[config.mk]
export PLATFORM = sky130hd
export DESIGN_NAME = latch_wr_arbiter
export DESIGN_NICKNAME = d
export VERILOG_FILES = /design/src/rtl/latch_ctrl_pkg.sv /design/src/rtl/latch_wr_arbiter_rr_pick.sv /design/src/rtl/latch_wr_arbiter.sv
export SDC_FILE = /design/constraint.sdc
export NUM_CORES = 1
export LEC_CHECK = 0
export CAP_MARGIN = 20
export CORE_MARGIN = 10
export CORE_UTILIZATION = 39
export DETAILED_ROUTE_END_ITERATION = 8
export PLACE_DENSITY = 0.85
export SLEW_MARGIN = 20
export SYNTH_ARGS = -nofsm -noshare
export SYNTH_HDL_FRONTEND = slang
export SYNTH_SLANG_ARGS = --single-unit
[constraint.sdc]
create_clock -name clk -period 2.6 [get_ports clk]
set_input_delay 0.52 -clock clk [delete_from_list [all_inputs] [get_ports clk]]
set_output_delay 0.52 -clock clk [all_outputs]
set_load 0.1 [all_outputs]
[src/rtl/latch_ctrl_pkg.sv]
// Shared definitions for the latch write arbiter: FSM states and default sizing.
package latch_ctrl_pkg;

  localparam int NREQ_DEF     = 4;
  localparam int DW_DEF       = 8;
  localparam int HOLD_CYC_DEF = 2;
  localparam int HOLD_W       = 4;

  typedef enum logic [1:0] {
    IDLE = 2'd0,
    CAPT = 2'd1,
    HOLD = 2'd2
  } state_e;

endpackage

[src/rtl/latch_wr_arbiter_rr_pick.sv]
// Combinational round-robin search starting one past the previous winner.
module rr_pick #(
  parameter int NREQ = 4,
  parameter int IW   = $clog2(NREQ)
) (
  input  logic [NREQ-1:0] req_i,
  input  logic [IW-1:0]   last_id_i,
  output logic [IW-1:0]   win_o,
  output logic            valid_o
);

  int unsigned idx;
  logic        found;

  always_comb begin
    win_o = '0;
    found = 1'b0;
    idx   = '0;
    for (int unsigned k = 1; k <= NREQ; k++) begin
      idx = (32'(last_id_i) + k) % NREQ;
      if (!found && req_i[IW'(idx)]) begin
        found = 1'b1;
        win_o = IW'(idx);
      end
    end
    valid_o = found;
  end

endmodule

[src/rtl/latch_wr_arbiter.sv]
// Round-robin arbiter granting one requester at a time a write into a shared external level latch.
module latch_wr_arbiter
  import latch_ctrl_pkg::*;
#(
  parameter int NREQ     = NREQ_DEF,
  parameter int DW       = DW_DEF,
  parameter int HOLD_CYC = HOLD_CYC_DEF
) (
  input  logic                     clk,
  input  logic                     rst,
  input  logic [NREQ-1:0]          req,
  input  logic [NREQ*DW-1:0]       req_data,
  output logic [NREQ-1:0]          gnt,
  output logic                     lat_en,
  output logic [DW-1:0]            lat_d,
  output logic                     busy,
  output logic [$clog2(NREQ)-1:0]  last_id
);

  localparam int IW = $clog2(NREQ);

  state_e              state_q, state_d;
  logic [IW-1:0]       last_id_q, last_id_d;
  logic [DW-1:0]       lat_d_q, lat_d_d;
  logic [HOLD_W-1:0]   cnt_q, cnt_d;
  logic [IW-1:0]       win;
  logic                win_valid;
  logic [DW-1:0]       win_data;

  rr_pick #(
    .NREQ (NREQ),
    .IW   (IW)
  ) u_pick (
    .req_i     (req),
    .last_id_i (last_id_q),
    .win_o     (win),
    .valid_o   (win_valid)
  );

  always_comb begin
    win_data = '0;
    for (int unsigned i = 0; i < NREQ; i++) begin
      if (win == IW'(i)) win_data = req_data[i*DW +: DW];
    end
  end

  always_comb begin
    state_d   = state_q;
    last_id_d = last_id_q;
    lat_d_d   = lat_d_q;
    cnt_d     = cnt_q;
    case (state_q)
      IDLE: begin
        if (win_valid) begin
          state_d   = CAPT;
          last_id_d = win;
          lat_d_d   = win_data;
        end
      end
      CAPT: begin
        if (HOLD_CYC > 0) begin
          state_d = HOLD;
          cnt_d   = HOLD_W'(HOLD_CYC);
        end else begin
          state_d = IDLE;
        end
      end
      HOLD: begin
        // counter reaches zero on the HOLD->IDLE edge, matching its reset value
        cnt_d = cnt_q - HOLD_W'(1);
        if (cnt_q <= HOLD_W'(1)) state_d = IDLE;
      end
      default: state_d = IDLE;
    endcase
  end

  always_ff @(posedge clk) begin
    if (rst) begin
      state_q   <= IDLE;
      last_id_q <= IW'(NREQ - 1);
      lat_d_q   <= '0;
      cnt_q     <= '0;
    end else begin
      state_q   <= state_d;
      last_id_q <= last_id_d;
      lat_d_q   <= lat_d_d;
      cnt_q     <= cnt_d;
    end
  end

  always_comb begin
    gnt = '0;
    if (state_q == CAPT) gnt[last_id_q] = 1'b1;
  end

  assign lat_en  = (state_q == CAPT);
  assign busy    = (state_q != IDLE);
  assign lat_d   = lat_d_q;
  assign last_id = last_id_q;

endmodule

* Yosys cells after proc, flatten, opt, wreduce, memory -nomap -nowiden
Index checks and enable logic that the tools add are counted.
Storage, ports and cells: input port bits 38, output and inout port bits 16, register bits 16, logic and storage cells 63
Operators by class: magnitude comparators 7, add/sub/neg operators 5, mux-type cells 27, equality and inequality tests 7, reductions and logical operators 13
Operators with widths (number):
- two-way mux 8 bit | 4
- less-than comparator 2 x 3 -> 1 bit (second input constant) | 5
- two-way mux 2 bit | 6
- two-way mux 1 bit | 9
- binary-select mux 1 bit (select 2 bit) | 4
- case mux 4 bit (2 select lines) | 1
- == test 2 bit (second input constant) | 3
- case mux 2 bit (3 select lines) | 1
- adder 2 x 1 -> 2 bit (second input constant) | 2
- adder 2 bit (second input constant) | 2
- == test 2 x 1 -> 1 bit (second input constant) | 2
- less-or-equal comparator 4 x 1 -> 1 bit (second input constant) | 1
- logical AND 1 bit | 4
- logical NOT 2 bit | 2
- two-way mux 4 bit | 1
- AND reduction 2 bit | 2
- nonzero test 2 bit | 2
- subtractor 4 x 1 -> 4 bit (second input constant) | 1
- logical NOT 1 bit | 3
- demux 1 bit (select 2 bit) | 1
- greater-or-equal comparator 2 x 1 -> 1 bit (second input constant) | 1
- inequality test 2 x 1 -> 1 bit (second input constant) | 1
- inequality test 2 bit (second input constant) | 1

* Depth between registers and ports, before layout
depth in word-level cells 18, depth in mapped cells 11

* By module
A second synthesis with hierarchy kept.
Unflattened totals: cell total of the unflattened synthesis 116, area, all modules 1039.7 um^2
By module, submodules not included:
- latch_wr_arbiter | sequential area each 320.3 um^2, cells each 102, times used 1, area each 948.4 um^2
- rr_pick | sequential area each 0.0 um^2, cells each 14, times used 1, area each 91.3 um^2

* Least setup slack after synthesis
Ideal clock, no wire load.
kind reg2reg, start reg last_id_q[1] (netlist: last_id[1]), end reg lat_d_q[0] (netlist: lat_d[0]), buffers on the path 2, stages on the path, launching flop included 11, arrival time 3285 ps, slack -818 ps, data required time 2467 ps, path through dfxtp_1 > inv_1 > ha_1 > buf_2 > mux2_2 > nor3_1 > o311ai_4 > and2_1 > buf_4 > a2bb2oi_1 > o221ai_1
Between the ends: longest elaborated chain between the ends 18, elaborated cells between the ends (all ways) 35, classes of those cells add/sub: 4; eq/ne: 3; mux: 20; reduce/logical: 8
Ends and longest elaborated chain:
- start: declaration | RTL line latch_wr_arbiter.sv:23 | logic [IW-1:0] last_id_q, last_id_d;
- start signal: assignment | RTL line latch_wr_arbiter.sv:80 | last_id_q <= IW'(NREQ - 1);
- start signal: assignment | RTL line latch_wr_arbiter.sv:85 | last_id_q <= last_id_d;
- adder 2 x 1 -> 2 bit | RTL line latch_wr_arbiter_rr_pick.sv:20 | idx = (32'(last_id_i) + k) % NREQ;
- binary-select mux 1 bit (select 2 bit) | RTL line latch_wr_arbiter_rr_pick.sv:21 | if (!found && req_i[IW'(idx)]) begin
- two-way mux 1 bit (implied by the code) | RTL line latch_wr_arbiter_rr_pick.sv:21
- two-way mux 1 bit | RTL line latch_wr_arbiter_rr_pick.sv:21
- logical NOT 1 bit | RTL line latch_wr_arbiter_rr_pick.sv:21
- logical AND 1 bit | RTL line latch_wr_arbiter_rr_pick.sv:21
- two-way mux 1 bit | RTL line latch_wr_arbiter_rr_pick.sv:21
- logical NOT 1 bit | RTL line latch_wr_arbiter_rr_pick.sv:21
- logical AND 1 bit | RTL line latch_wr_arbiter_rr_pick.sv:21
- two-way mux 1 bit | RTL line latch_wr_arbiter_rr_pick.sv:21
- logical NOT 1 bit | RTL line latch_wr_arbiter_rr_pick.sv:21
- logical AND 1 bit | RTL line latch_wr_arbiter_rr_pick.sv:21
- two-way mux 2 bit | RTL line latch_wr_arbiter_rr_pick.sv:21
- logical NOT 2 bit | RTL line latch_wr_arbiter.sv:43 | if (win == IW'(i)) win_data = req_data[i*DW +: DW];
- two-way mux 8 bit (4 in a row) | RTL line latch_wr_arbiter.sv:43
- end signal: assignment | RTL line latch_wr_arbiter.sv:86 | lat_d_q <= lat_d_d;
- end: declaration | RTL line latch_wr_arbiter.sv:24 | logic [DW-1:0] lat_d_q, lat_d_d;
Parallel ways exist; a longest one is shown, timed or not. The select of a mux whose other input is x is not followed. A chain may end at the register's enable or synchronous reset.

* Final worst setup path
start in req[0], end reg lat_d_q[4] (netlist: lat_d[4])
Between the ends: longest elaborated chain between the ends 17, elaborated cells between the ends (all ways) 31, classes of those cells eq/ne: 3; mux: 20; reduce/logical: 8
Ends and longest elaborated chain:
- start: declaration | RTL line latch_wr_arbiter.sv:11 | input logic [NREQ-1:0] req,
- binary-select mux 1 bit (select 2 bit) | RTL line latch_wr_arbiter_rr_pick.sv:21
- two-way mux 1 bit (implied by the code) | RTL line latch_wr_arbiter_rr_pick.sv:21
- two-way mux 1 bit | RTL line latch_wr_arbiter_rr_pick.sv:21
- logical NOT 1 bit | RTL line latch_wr_arbiter_rr_pick.sv:21
- logical AND 1 bit | RTL line latch_wr_arbiter_rr_pick.sv:21
- two-way mux 1 bit | RTL line latch_wr_arbiter_rr_pick.sv:21
- logical NOT 1 bit | RTL line latch_wr_arbiter_rr_pick.sv:21
- logical AND 1 bit | RTL line latch_wr_arbiter_rr_pick.sv:21
- two-way mux 1 bit | RTL line latch_wr_arbiter_rr_pick.sv:21
- logical NOT 1 bit | RTL line latch_wr_arbiter_rr_pick.sv:21
- logical AND 1 bit | RTL line latch_wr_arbiter_rr_pick.sv:21
- two-way mux 2 bit | RTL line latch_wr_arbiter_rr_pick.sv:21
- logical NOT 2 bit | RTL line latch_wr_arbiter.sv:43
- two-way mux 8 bit (4 in a row) | RTL line latch_wr_arbiter.sv:43
Parallel ways exist; a longest one is shown, timed or not. The select of a mux whose other input is x is not followed.

==> impl_metrics.tcl <==
set metrics [dict create \
    place_area_sq_um 1950 \
    wl_per_cell_microns 15.2 \
    ys_seq_area_frac 0.247 \
    start_kind "input port" \
    drcViolationCount 0 \
    cts-resized-gates 0 \
    yosys-top-cells-count "dfxtp_1 (16), inv_1 (16), nand2_1 (16)" \
    synthMuxAreaShare 0.0994 \
    crit_buf_inv 2 \
    p_switching_w 0.00133 \
    nets 269 \
    synth_top_family_by_area "compound AO/OA/AOI/OAI gates" \
    root_buffer "clkbuf_4" \
    p_int_w 0.000998 \
    synth-simple-area-share 0.191 \
    cts-hold-fix-buffers 0 \
    r2r_cells 8 \
    syn_avg_cell_area_sq_um 8.36 \
    final.min_clock_period_ps 2460 \
    multi_input_area_sq_um 902 \
    cts_buffer_depth 2 \
    syn-num-nets 203 \
    synth_xor_area_frac 0 \
    portBuffers 53 \
    yosysTopAreaCellShare 0.247 \
    cp-end-kind "flop" \
    area.growth.synth_to_final_pct 52.7 \
    finalCritPeriodShare 0.944 \
    dpl.hpwl_microns 3300 \
    stdcell_area_sq_um 1980 \
    ys_ff_latch 16 \
    cp_num_cells 7 \
    cp_slowest_cell "mux4_2" \
    arrival_ps 2620 \
    worstMarginPinSlew_ps 741 \
    synthFlopType "dfxtp_1" \
    drive_gt1_frac 0.241 \
    r2r-end "lat_d[4]$_SDFFE_PP0P_" \
    max_freq_mhz 407 \
    n_fill_cell 294 \
    crit_chain "clkdlybuf4s50_1 > mux4_2 > o31a_1 > o22ai_4 > buf_4 > a2bb2oi_1 > o221ai_1" \
    totalWireLength_microns 4010 \
    via_per_inst 5.39 \
    p_seq_frac 0.175 \
    firstDrtPassIters 4 \
    synth_fa_ha_area_frac 0.0965 \
    seq_area_sq_um 328 \
    gr-total-overflow 0 \
    async_reset_ff_frac 0 \
    dieWidth_microns 77.7 \
    rsz0062_at_grt "no" \
    grt_pass1_wl_microns 6900 \
    hold_viol_final 0 \
    clk_pin_slew_ps 100 \
    final_cells 264 \
    worstHoldPathCells 2 \
    synth_compound_area_frac 0.292 \
    slew_headroom 0.504 \
    pwr-share-clk 0.058 \
    vdd_drop_max_mv 0.806 \
    antenna_found_initial 0 \
    rows 20 \
    track_usage 0.132 \
    critPathTopFamily "compound AO/OA/AOI/OAI gates" \
    synth.area.top_cells "dfxtp_1 (25%), ha_1 (9.7%), o221ai_1 (5.4%)" \
    fin_tns_setup_ps 0 \
    gp_congestion 0.849 \
    cts_tree "yes" \
    initial_core_util 0.414 \
    first_iter_violations 107 \
    drv_slew 0 \
    critPathKind "input port to flop" \
    r2r_slack_ps 140 \
    hold_class "flop to flop" \
    status "complete, no violations" \
    endpoint "lat_d[4]$_SDFFE_PP0P_" \
    coreArea_sq_um 3130 \
    ios 54 \
    netSwitchingFraction 0.572 \
    ant_nets 0 \
    power.leakage_nw 0.830 \
    yosysWarnings 0 \
    startpoint "req[0]" \
    clock_sinks 16 \
    r2r-start "last_id[1]$_SDFFE_PP1P_" \
    hold_slack_ps 488 \
    cellPowerDensity_nw_per_um2 1180 \
    synth_cells 155 \
    setup_viol 0 \
    cpPeakStageDelay_ps 560 \
    finalClockSkew_ps 6.31 \
    cts_buffers 3 \
    n_antenna_cell 0 \
    ctsHtreeMaxLevel 1 \
    vias 1422 \
    ys_types 41 \
    cap_violations 0 \
    fin_util 0.633 \
    pwr-share-comb 0.767 \
    synth_top_area_cell "dfxtp_1" \
    synth_edf_count 0 \
    placed_cells 260 \
    grt_max_degree 11 \
    worstPathRequired_ps 2760 \
    die_h_microns 77.7 \
    grt_pass1_vias 1483 \
    syn_area_sq_um 1300 \
    cts_post_setup_buffers_inserted 0 \
    cp_max_fo 7 \
    dieArea_sq_um 6030 \
    insertion_delay_ps 280 \
]
==> metal layers <==
| layer | vias up | GRT usage | wire (microns) |
|---|---|---|---|
| met2 | 70 | 0.211 | 1920 |
| met3 | 4 | 0.0461 | 325 |
| li1 | 698 | - | - |
| met4 | 0 | 0.0365 | 29 |
| met1 | 650 | 0.162 | 1740 |
| met5 | - | 0 | 0 |
==> kinds of logic (layout without fill, tap and decap cells) <==
| logic type | Yosys count | count (layout) |
|---|---|---|
| AO/OA/AOI/OAI | 48 | 48 |
| buffers and inverters | 22 | 87 |
| AND/OR/NAND/NOR | 49 | 49 |
| flip-flops | 16 | 16 |
| multiplexers | 10 | 10 |
| adder cells (fa/ha/maj) | 10 | 10 |
==> cell type report <==
cell class | instances | share of cell area
repair buffers | 67 | 0.307
inverters | 16 | 0.0303
flip-flops and latches | 16 | 0.166
clock buffers | 4 | 0.0133
multi-input cells | 117 | 0.456
well taps | 44 | 0.0278
==> worst min-delay path: stages (launching register included) <==
cell,delay [ps]
dfxtp_1,340
nand2_1,50
o221ai_1,60
==> layout by cell type (no fill, tap or decap), types with 2 or more instances in the layout <==
| cell type | synthesis | routed |
|---|---|---|
| o31ai_1 | 7 | 7 |
| dfxtp_1 | 16 | 14 |
| nand2b_1 | 4 | 4 |
| nand2_1 | 16 | 16 |
| and2_2 | 0 | 4 |
| clkbuf_4 | 0 | 3 |
| a21oi_1 | 12 | 12 |
| mux2_2 | 3 | 3 |
| o21ai_0 | 4 | 4 |
| dfxtp_4 | 0 | 2 |
| nor2_1 | 9 | 9 |
| a211o_1 | 2 | 2 |
| ha_1 | 10 | 9 |
| o221ai_1 | 8 | 8 |
| inv_1 | 16 | 15 |
| buf_4 | 3 | 29 |
| a2bb2oi_1 | 7 | 7 |
| mux2i_1 | 5 | 5 |
| clkdlybuf4s50_1 | 0 | 37 |
| nor3_1 | 4 | 3 |
==> per-stage QoR <==
stage	setup WS [ps]	power (W)
floorplan	-41.2	0.00178
global placement	-8.93	0.00216
detailed placement	-163	0.00220
CTS	140	0.00234
global route	18.3	0.00247
finish	145	0.00233
==> registers in the layout, summed over array words and instances, names as in the netlist <==
signal / count
cnt_q: 4
last_id: 2
lat_d: 8
state_q: 2
==> worst min-delay path by stage <==
| stage | startpoint | endpoint | slack [ps] |
|---|---|---|---|
| global placement | lat_d[7]$_SDFFE_PP0P_ | lat_d[7]$_SDFFE_PP0P_ | 460 |
| finish | lat_d[1]$_SDFFE_PP0P_ | lat_d[1]$_SDFFE_PP0P_ | 490 |
| CTS | lat_d[3]$_SDFFE_PP0P_ | lat_d[3]$_SDFFE_PP0P_ | 490 |
| global route | lat_d[3]$_SDFFE_PP0P_ | lat_d[3]$_SDFFE_PP0P_ | 510 |
| floorplan | cnt_q[0]$_SDFFE_PP0P_ | cnt_q[0]$_SDFFE_PP0P_ | 470 |
| detailed placement | lat_d[7]$_SDFFE_PP0P_ | lat_d[7]$_SDFFE_PP0P_ | 470 |
==> power groups by stage <==
stage          logic, W  clock network, W  registers, W
2_1_floorplan  0.000850                 0      0.000928
3_3_place_gp    0.00175                 0      0.000408
3_5_place_dp    0.00179                 0      0.000409
4_1_cts         0.00179          0.000144      0.000407
5_1_grt         0.00190          0.000154      0.000420
6_report        0.00179          0.000136      0.000407
No activity file was read; power rests on OpenSTA's default activity.
